$ cat src/rtl/relay_arbiter.sv
// Single-owner pump relay controller: mode-selected request, enforced off-time, session timing.
// Define RELAY_WATCHDOG_EN to enable the max-on watchdog and the ultrasonic staleness guard.
`timescale 1ns / 1ps

module relay_arbiter #(
    parameter int unsigned CLK_HZ      = 1_000_000,
    parameter int unsigned MIN_OFF_CYC = 200_000,
    parameter int unsigned MAX_ON_CYC  = 60_000_000,
    parameter int unsigned STALE_CYC   = 500_000
) (
    input  logic        clk,
    input  logic        rst_n,
    input  logic [1:0]  mode,
    input  logic        req_manual,
    input  logic        req_auto,
    input  logic        req_remote,
    input  logic        dist_valid,
    input  logic        fault_clr,
    output logic        relay_out,
    output logic [1:0]  active_src,
    output logic [1:0]  state,
    output logic        fault,
    output logic [15:0] last_on_ms
);

    localparam int unsigned MsDiv  = (CLK_HZ / 1000 > 0) ? CLK_HZ / 1000 : 1;
    localparam int unsigned MsDivW = (MsDiv > 1) ? $clog2(MsDiv) : 1;
    localparam int unsigned CoolW  = (MIN_OFF_CYC > 1) ? $clog2(MIN_OFF_CYC) : 1;

    localparam logic [1:0] ModeManual = 2'b00;
    localparam logic [1:0] ModeAuto   = 2'b01;
    localparam logic [1:0] ModeRemote = 2'b10;

    typedef enum logic [1:0] {
        StIdle     = 2'b00,
        StOn       = 2'b01,
        StCooldown = 2'b10,
        StFault    = 2'b11
    } state_e;

    state_e              state_q, state_d;
    logic [1:0]          active_src_q, active_src_d;
    logic [15:0]         last_on_ms_q, last_on_ms_d;
    logic [15:0]         ms_cnt_q, ms_cnt_d;
    logic [MsDivW-1:0]   ms_div_q, ms_div_d;
    logic [CoolW-1:0]    cool_cnt_q, cool_cnt_d;
    logic                relay_q;

    logic sel_req;
    logic auto_blocked;
    logic watchdog_trip;
    logic stale_trip;

    always_comb begin
        sel_req = 1'b0;
        case (mode)
            ModeManual: sel_req = req_manual;
            ModeAuto:   sel_req = req_auto;
            ModeRemote: sel_req = req_remote;
            default:    sel_req = 1'b0;
        endcase
    end

`ifdef RELAY_WATCHDOG_EN
    localparam int unsigned StaleW = $clog2(STALE_CYC + 1);
    localparam int unsigned OnW    = (MAX_ON_CYC > 1) ? $clog2(MAX_ON_CYC) : 1;

    logic [StaleW-1:0] stale_cnt_q, stale_cnt_d;
    logic [OnW-1:0]    on_cnt_q, on_cnt_d;
    logic              stale;
    logic              fault_q;

    assign stale         = (stale_cnt_q == StaleW'(STALE_CYC));
    assign auto_blocked  = (mode == ModeAuto) && stale;
    assign watchdog_trip = (on_cnt_q == OnW'(MAX_ON_CYC - 1));
    assign stale_trip    = (active_src_q == ModeAuto) && stale;

    // A fresh sample always wins over the counter reaching its limit.
    always_comb begin
        stale_cnt_d = stale_cnt_q;
        if (dist_valid) begin
            stale_cnt_d = '0;
        end else if (!stale) begin
            stale_cnt_d = stale_cnt_q + 1'b1;
        end
    end

    // Held at zero while idle so every session starts counting from zero.
    always_comb begin
        on_cnt_d = on_cnt_q;
        if (state_q == StIdle) begin
            on_cnt_d = '0;
        end else if (state_q == StOn) begin
            on_cnt_d = on_cnt_q + 1'b1;
        end
    end

    always_ff @(posedge clk) begin
        if (!rst_n) begin
            stale_cnt_q <= '0;
            on_cnt_q    <= '0;
            fault_q     <= 1'b0;
        end else begin
            stale_cnt_q <= stale_cnt_d;
            on_cnt_q    <= on_cnt_d;
            fault_q     <= (state_d == StFault);
        end
    end

    assign fault = fault_q;
`else
    logic unused_wd;

    assign auto_blocked  = 1'b0;
    assign watchdog_trip = 1'b0;
    assign stale_trip    = 1'b0;
    assign fault         = 1'b0;
    assign unused_wd     = ^{dist_valid, MAX_ON_CYC, STALE_CYC};
`endif

    always_comb begin
        state_d      = state_q;
        active_src_d = active_src_q;
        last_on_ms_d = last_on_ms_q;
        ms_cnt_d     = ms_cnt_q;
        ms_div_d     = ms_div_q;
        cool_cnt_d   = cool_cnt_q;

        unique case (state_q)
            StIdle: begin
                if (sel_req && !auto_blocked) begin
                    state_d      = StOn;
                    active_src_d = mode;
                    ms_cnt_d     = '0;
                    ms_div_d     = '0;
                end
            end
            StOn: begin
                if (ms_div_q == MsDivW'(MsDiv - 1)) begin
                    ms_div_d = '0;
                    if (ms_cnt_q != 16'hFFFF) begin
                        ms_cnt_d = ms_cnt_q + 16'd1;
                    end
                end else begin
                    ms_div_d = ms_div_q + 1'b1;
                end

                if (watchdog_trip || stale_trip) begin
                    state_d      = StFault;
                    last_on_ms_d = ms_cnt_q;
                end else if (!sel_req || (mode != active_src_q)) begin
                    state_d      = StCooldown;
                    cool_cnt_d   = '0;
                    last_on_ms_d = ms_cnt_q;
                end
            end
            StCooldown: begin
                if (cool_cnt_q == CoolW'(MIN_OFF_CYC - 1)) begin
                    state_d = StIdle;
                end else begin
                    cool_cnt_d = cool_cnt_q + 1'b1;
                end
            end
            StFault: begin
                // The requester must let go before an acknowledge is honoured.
                if (fault_clr && !sel_req) begin
                    state_d    = StCooldown;
                    cool_cnt_d = '0;
                end
            end
            default: state_d = StIdle;
        endcase
    end

    always_ff @(posedge clk) begin
        if (!rst_n) begin
            state_q      <= StIdle;
            active_src_q <= 2'b00;
            last_on_ms_q <= '0;
            ms_cnt_q     <= '0;
            ms_div_q     <= '0;
            cool_cnt_q   <= '0;
            relay_q      <= 1'b0;
        end else begin
            state_q      <= state_d;
            active_src_q <= active_src_d;
            last_on_ms_q <= last_on_ms_d;
            ms_cnt_q     <= ms_cnt_d;
            ms_div_q     <= ms_div_d;
            cool_cnt_q   <= cool_cnt_d;
            relay_q      <= (state_d == StOn);
        end
    end

    assign relay_out  = relay_q;
    assign state      = state_q;
    assign active_src = active_src_q;
    assign last_on_ms = last_on_ms_q;

endmodule

$ cat config.mk
export PLATFORM = sky130hd
export DESIGN_NAME = relay_arbiter
export DESIGN_NICKNAME = d
export VERILOG_FILES = /design/src/rtl/relay_arbiter.sv
export SDC_FILE = /design/constraint.sdc
export NUM_CORES = 1
export LEC_CHECK = 0
export ABC_AREA = 1
export CELL_PAD_IN_SITES_DETAIL_PLACEMENT = 0
export CELL_PAD_IN_SITES_GLOBAL_PLACEMENT = 1
export CORE_ASPECT_RATIO = 0.5
export CORE_MARGIN = 5
export CORE_UTILIZATION = 37
export CTS_CLUSTER_SIZE = 30
export DETAILED_ROUTE_END_ITERATION = 16
export PLACE_DENSITY_LB_ADDON = 0.15
export SLEW_MARGIN = 20
export SYNTH_ARGS = -nofsm -noshare
export SYNTH_HDL_FRONTEND = slang
export SYNTH_SLANG_ARGS = --single-unit
$ cat constraint.sdc
create_clock -name clk -period 1.8 [get_ports clk]
set_clock_uncertainty 0.15 [all_clocks]
set_input_delay 0.18 -clock clk [delete_from_list [all_inputs] [get_ports clk]]
set_output_delay 0.18 -clock clk [all_outputs]
set_load 0.01 [all_outputs]
## Word-level counts from Yosys, hierarchy flattened

Index checks and enable logic that the tools add are counted.
Widths: inputs -> output; s select.

- $add $sub $neg: 3
- Reductions and logical operators: 12
- Muxes and demuxes: 17
- Equality and inequality tests: 16

Operators with widths:

| cell | count |
|---|---|
| $mux 18 | 3 |
| $pmux 18 s3 | 1 |
| $mux 16 | 3 |
| $pmux 16 s2 | 1 |
| $mux 10 | 2 |
| $pmux 10 s2 | 1 |
| $add 18x1->18 const B | 1 |
| $eq 18x18->1 const B | 1 |
| $add 16x1->16 const B | 1 |
| $ne 16x16->1 const B | 1 |
| $ne 2x2->1 const B | 6 |
| $add 10x1->10 const B | 1 |
| $eq 10x10->1 const B | 1 |
| $mux 2 | 4 |
| $pmux 2 s4 | 1 |
| $reduce_and 4->1 | 2 |
| $eq 2x1->1 const B | 3 |
| $eq 2x2->1 const B | 3 |
| $reduce_and 2->1 | 3 |
| $logic_not 2->1 | 2 |
| $pmux 1 s3 | 1 |
| $reduce_bool 3->1 | 1 |
| $ne 2x2->1 | 1 |
| $reduce_bool 2->1 | 1 |
| other kinds (3) | 3 |

- Logic and storage cells: 55
- Input bits: 9
- Output and inout port bits: 22
- Register bits after elaboration: 65

## Depth between registers and ports, before layout

Gate-level depths: netlist of run 1.

- Depth after elaboration: 7
- Mapped depth: 12
- Gate-level depth less buffers: 12

## Least setup slack after synthesis of run 1

OpenSTA, ideal clock, no wires.

- Path kind: reg2reg
- Start: reg ms_cnt_q[0]
- End: reg ms_cnt_q[6]
- Required time: 1.518 ns
- Buffers on the path: 1
- Arrival time: 1.508 ns
- Path slack: 0.009 ns
- Library setup time: 0.132 ns
- Period minus slack after synthesis: 1.791 ns
- Stages on the path, launching flop included: 10
- Path through: dfxtp_1 > ha_1 > nand2_1 > nor3_4 > nand4_2 > nand2_4 > inv_2 > buf_4 > nand3_1 > a21oi_1

- Word-level cells in the longest chain between the ends: 4
- Elaborated cells on any way between the ends: 7
- Those cells by class: add/sub: 1; eq/ne: 2; mux: 3; reduce/logical: 1

Ends and longest elaborated chain:

| item | RTL line | source |
|---|---|---|
| start: declaration | 44 | `logic [15:0] ms_cnt_q, ms_cnt_d;` |
| start signal: assignment | 188 | `ms_cnt_q <= ms_cnt_d;` |
| $add 16x1->16 | 142 | `ms_cnt_d = ms_cnt_q + 16'd1;` |
| $mux 16 | 141 | `if (ms_cnt_q != 16'hFFFF) begin` |
| $mux 16 | 139 | `if (ms_div_q == MsDivW'(MsDiv - 1)) begin` |
| $pmux 16 s2 | 129 | `unique case (state_q)` |

Parallel ways exist; a longest one is shown, timed or not. The select of a mux whose other input is x is not followed.
A chain may end at the register's enable or synchronous reset.

## Worst setup path after layout of run 1

- Start: reg state_q[1], in the netlist state[1]
- End: out state[1]

RTL lines:

| item | RTL line | source |
|---|---|---|
| start: declaration | 41 | `state_e state_q, state_d;` |
| start signal: assignment | 177 | `state_q <= StIdle;` |
| start signal: assignment | 185 | `state_q <= state_d;` |
| end: declaration | 21 | `output logic [1:0] state,` |

No word-level cell between the ends.

==> impl_metrics.xml, run 1 <==
<?xml version="1.0" encoding="UTF-8"?>
<metrics>
  <group name="run">
    <metric name="max-cap-violations" unit="">0</metric>
  </group>
  <group name="logic_synthesis">
    <metric name="ys_async_sr_fraction" unit="">0</metric>
    <metric name="register_bit_count_reported_by_yosys" unit="">65</metric>
    <metric name="netlist_area" unit="mm2">0.003458</metric>
    <metric name="avgSynthCellArea" unit="um2">6.525</metric>
    <metric name="synth_enable_flop_cells" unit="">0</metric>
    <metric name="post_synth_cell_types" unit="">31</metric>
    <metric name="syn_nets" unit="">542</metric>
    <metric name="ys_warn_count" unit="">0</metric>
    <metric name="yosysSeqAreaShare" unit="">0.3763</metric>
    <metric name="synth_ff_type" unit="">sky130_fd_sc_hd__dfxtp_1</metric>
    <metric name="synthCells" unit="">530</metric>
  </group>
  <group name="cells_and_area">
    <metric name="finalInstanceArea" unit="mm2">0.004651</metric>
    <metric name="drive_above_1_share" unit="">0.1868</metric>
    <metric name="final_core_utilization" unit="">0.5215</metric>
    <metric name="fillerInstances" unit="">896</metric>
    <metric name="area_growth" unit="%">34.48</metric>
    <metric name="finalNetCount" unit="">612</metric>
    <metric name="antennaDiodeCount" unit="">0</metric>
  </group>
  <group name="floorplanning">
    <metric name="initial_core_util" unit="">0.3878</metric>
    <metric name="io_pins" unit="">31</metric>
    <metric name="placeableCoreArea" unit="mm2">0.008919</metric>
    <metric name="die_span_in_y" unit="um">78.36</metric>
    <metric name="chipWidth" unit="um">146.7</metric>
    <metric name="std_cell_rows" unit="">24</metric>
    <metric name="floorplan.die_area" unit="mm2">0.01150</metric>
  </group>
  <group name="timing">
    <metric name="min_period_over_period" unit="">0.9661</metric>
    <metric name="layout_min_cycle_time" unit="ns">1.739</metric>
    <metric name="timing.final.setup_violations" unit="">0</metric>
    <metric name="holdWs" unit="ns">0.3284</metric>
    <metric name="worst_slack" unit="ns">0.06109</metric>
    <metric name="grt_setup_unrepaired" unit="">true</metric>
    <metric name="timing_max_transition_violations_final" unit="">0</metric>
    <metric name="timing.setup.tns" unit="ns">0</metric>
    <metric name="final_hold_fails" unit="">0</metric>
    <metric name="max_clock_freq" unit="GHz">0.5751</metric>
  </group>
  <group name="setup_path">
    <metric name="critPathSlowestCell" unit="">sky130_fd_sc_hd__clkdlybuf4s50_1</metric>
    <metric name="worst-path-max-fanout" unit="">6</metric>
    <metric name="path_cells" unit="">clkdlybuf4s50_1</metric>
    <metric name="critical-path-top-delay-family" unit="">buffers and inverters</metric>
    <metric name="critical_path_buffer_and_inverter_count" unit="">1</metric>
    <metric name="path_class" unit="">flop to primary output</metric>
    <metric name="arrival" unit="ns">1.41</metric>
    <metric name="critPathLaunchType" unit="">flop</metric>
    <metric name="setup.worst_path.end_class" unit="">primary output</metric>
    <metric name="cp_slowest_stage_delay" unit="ns">0.60</metric>
    <metric name="worst_ep_required_time" unit="ns">1.47</metric>
  </group>
  <group name="clock_network">
    <metric name="cts_hold_repair.buffers" unit="">0</metric>
    <metric name="cts_tree" unit="">yes</metric>
    <metric name="cts_max_path_buffers" unit="">2</metric>
    <metric name="clock-sinks" unit="">65</metric>
    <metric name="cts_root_buffer" unit="">sky130_fd_sc_hd__clkbuf_16</metric>
    <metric name="cts.clk_slew.worst_paths" unit="ns">0.06</metric>
    <metric name="htree_levels" unit="">3</metric>
    <metric name="numCtsBuffers" unit="">9</metric>
    <metric name="clock_latency" unit="ns">0.34</metric>
  </group>
  <group name="routing">
    <metric name="totalWireLength" unit="um">8918</metric>
    <metric name="drtAntennaViolNets" unit="">0</metric>
    <metric name="avgViaCountPerCell" unit="">4.719</metric>
    <metric name="routed_wire_length_per_instance" unit="um">12.35</metric>
    <metric name="drc_errors" unit="">0</metric>
    <metric name="via_count" unit="">3407</metric>
    <metric name="dr.first_iter.drc_count" unit="">202</metric>
    <metric name="drt-pass1-iter-count" unit="">4</metric>
  </group>
  <group name="placement">
    <metric name="port_buffers" unit="">28</metric>
    <metric name="hpwl_reported_at_the_end_of_detailed_placement" unit="um">6370</metric>
    <metric name="placement.cell_area" unit="mm2">0.004164</metric>
    <metric name="gp_routability_congestion" unit="">0.8288</metric>
    <metric name="pre_cts_slack" unit="ns">-0.2042</metric>
  </group>
  <group name="hold_path">
    <metric name="worst_hold_path_type" unit="">flop to flop</metric>
  </group>
  <group name="pwr">
    <metric name="power.leakage" unit="uW">0.001818</metric>
    <metric name="power.density" unit="mW/mm2">827.9</metric>
    <metric name="worst_case_vdd_ir_drop" unit="mV">0.4876</metric>
  </group>
  <group name="global_route">
    <metric name="grt_pass1_wl" unit="um">15670</metric>
    <metric name="grt_pass1_vias" unit="">3306</metric>
    <metric name="grt_max_degree" unit="">30</metric>
    <metric name="grt_antenna_before_repair" unit="">0</metric>
    <metric name="grt.overflow.total" unit="">0</metric>
    <metric name="grt_usage" unit="">0.1680</metric>
  </group>
  <group name="outcome">
    <metric name="run_status" unit="">finished, final reports clean</metric>
  </group>
</metrics>
[cells in the mapped netlist (2+ instances only)]
cell type | n | area [um2]
sky130_fd_sc_hd__nand4_1 | 11 | 68.82
sky130_fd_sc_hd__nand3_1 | 42 | 210.2
sky130_fd_sc_hd__o21bai_1 | 3 | 22.52
sky130_fd_sc_hd__o21ai_0 | 30 | 150.1
sky130_fd_sc_hd__inv_2 | 9 | 33.78
sky130_fd_sc_hd__clkbuf_1 | 7 | 26.28
sky130_fd_sc_hd__nand2_1 | 137 | 514.2
sky130_fd_sc_hd__or2_2 | 3 | 18.77
sky130_fd_sc_hd__xor2_1 | 12 | 105.1
sky130_fd_sc_hd__buf_2 | 4 | 20.02
sky130_fd_sc_hd__o21ai_1 | 2 | 10.01
sky130_fd_sc_hd__nand2_4 | 2 | 22.52
sky130_fd_sc_hd__nand2_2 | 2 | 12.51
sky130_fd_sc_hd__buf_4 | 2 | 15.01
sky130_fd_sc_hd__nor3_1 | 8 | 40.04
sky130_fd_sc_hd__a21oi_1 | 53 | 265.3
sky130_fd_sc_hd__nor2_1 | 78 | 292.8
sky130_fd_sc_hd__and3_1 | 2 | 12.51
sky130_fd_sc_hd__buf_6 | 2 | 22.52
sky130_fd_sc_hd__dfxtp_1 | 65 | 1301
sky130_fd_sc_hd__inv_1 | 44 | 165.2
sky130_fd_sc_hd__ha_1 | 3 | 37.54
[sequential cells by signal, indices dropped and copies added (netlist names)]
name	count
cool_cnt_q	18
last_on_ms	16
ms_cnt_q	16
ms_div_q	10
active_src	2
state	2
relay_out	1
[power breakdown]
| part | switching [uW] | leakage, uW | total (uW) | internal, uW |
|---|---|---|---|---|
| registers | 39.5 | 0.000529 | 1540 | 1500 |
| clock network | 673 | 0.000147 | 1750 | 1080 |
| logic | 317 | 0.00114 | 564 | 247 |
| total | 1030 | 0.00182 | 3850 | 2820 |
[path summary, 6_finish.rpt]
check                           start                        end  slack [ns]  cells past startpoint
max reg2reg  ms_cnt_q[1]$_SDFFE_PN0P_  ms_cnt_q[10]$_SDFFE_PN0P_        0.11                     10
min          ms_div_q[0]$_SDFFE_PN0P_   ms_div_q[0]$_SDFFE_PN0P_        0.33                      1
max               state[1]$_SDFF_PN0_                   state[1]        0.06                      1
min reg2reg  ms_div_q[0]$_SDFFE_PN0P_   ms_div_q[0]$_SDFFE_PN0P_        0.33                      1
[per-stage QoR]
stage	cells	power, uW
after floorplan	530	1837
final	722	3850
after CTS	721	3862
after global placement	705	2085
after global routing	722	4040
after detailed placement	705	2089
[cells by family (layout without fill, tap and decap cells)]
kind of cell	Yosys count	after routing	synth area share
XOR/XNOR	13	13	0.03292
flip-flops	65	65	0.3763
other	1	1	0.001084
buffers and inverters	69	144	0.08285
adder cells (fa/ha/maj)	3	3	0.01085
AND/OR/NAND/NOR	291	291	0.3665
AO/OA/AOI/OAI	88	88	0.1295
[layer usage]
metal | part of all wire | GRT usage
met1 | 0.51 | 0.2141
met2 | 0.44 | 0.2767
met3 | 0.041 | 0.05639
met4 | 0.010 | 0.04221
met5 | 0 | 0
[cell usage in the layout (no fill, tap or decap), drive strengths merged]
master	netlist	layout
nand2	141	141
nor2	80	80
dfxtp	65	65
inv	53	54
a21oi	53	53
buf	8	45
nand3	42	42
o21ai	32	32
clkdlybuf4s50	0	28
xor2	12	12
nand4	12	12
clkbuf	7	11
nor3	10	10
clkinv	1	5
o21bai	3	3
or2	3	3
ha	3	3
and3	2	2
xnor2	1	1
nor3b	1	1
conb	1	1
bufinv	0	1
[final cells by class]
type                    instances  area (um2)  share of cell area
clock buffers                  10       229.0             0.04923
clock inverters                 6       66.31             0.01426
inverters                      54       207.7             0.04466
multi-input cells             396        2009              0.4321
flip-flops and latches         65        1309              0.2814
well taps                     117       146.4             0.03148
repair buffers                 74       683.2              0.1469
[timing repair]
item | in CTS | in global routing
setup endpoints to repair | 1 | 40
gates cloned | 0 | 1
pin swaps | 0 | 8
setup buffers | 0 | 0
gates resized for setup | 0 | 46
(Power assumes the default switching activity.)
==> inputs of run 2 (changes only) <==
--- a/config.mk
+++ b/config.mk
@@ -6,11 +6,13 @@
 export NUM_CORES = 1
 export LEC_CHECK = 0
 export ABC_AREA = 1
+export CAP_MARGIN = 15
 export CELL_PAD_IN_SITES_DETAIL_PLACEMENT = 0
 export CELL_PAD_IN_SITES_GLOBAL_PLACEMENT = 1
 export CORE_ASPECT_RATIO = 0.5
 export CORE_MARGIN = 5
 export CORE_UTILIZATION = 37
+export CTS_CLUSTER_DIAMETER = 80
 export CTS_CLUSTER_SIZE = 30
 export DETAILED_ROUTE_END_ITERATION = 16
 export PLACE_DENSITY_LB_ADDON = 0.15
==> results of run 2 <==
Same layout as run 1: the final DEF is identical, and so are final timing and power.
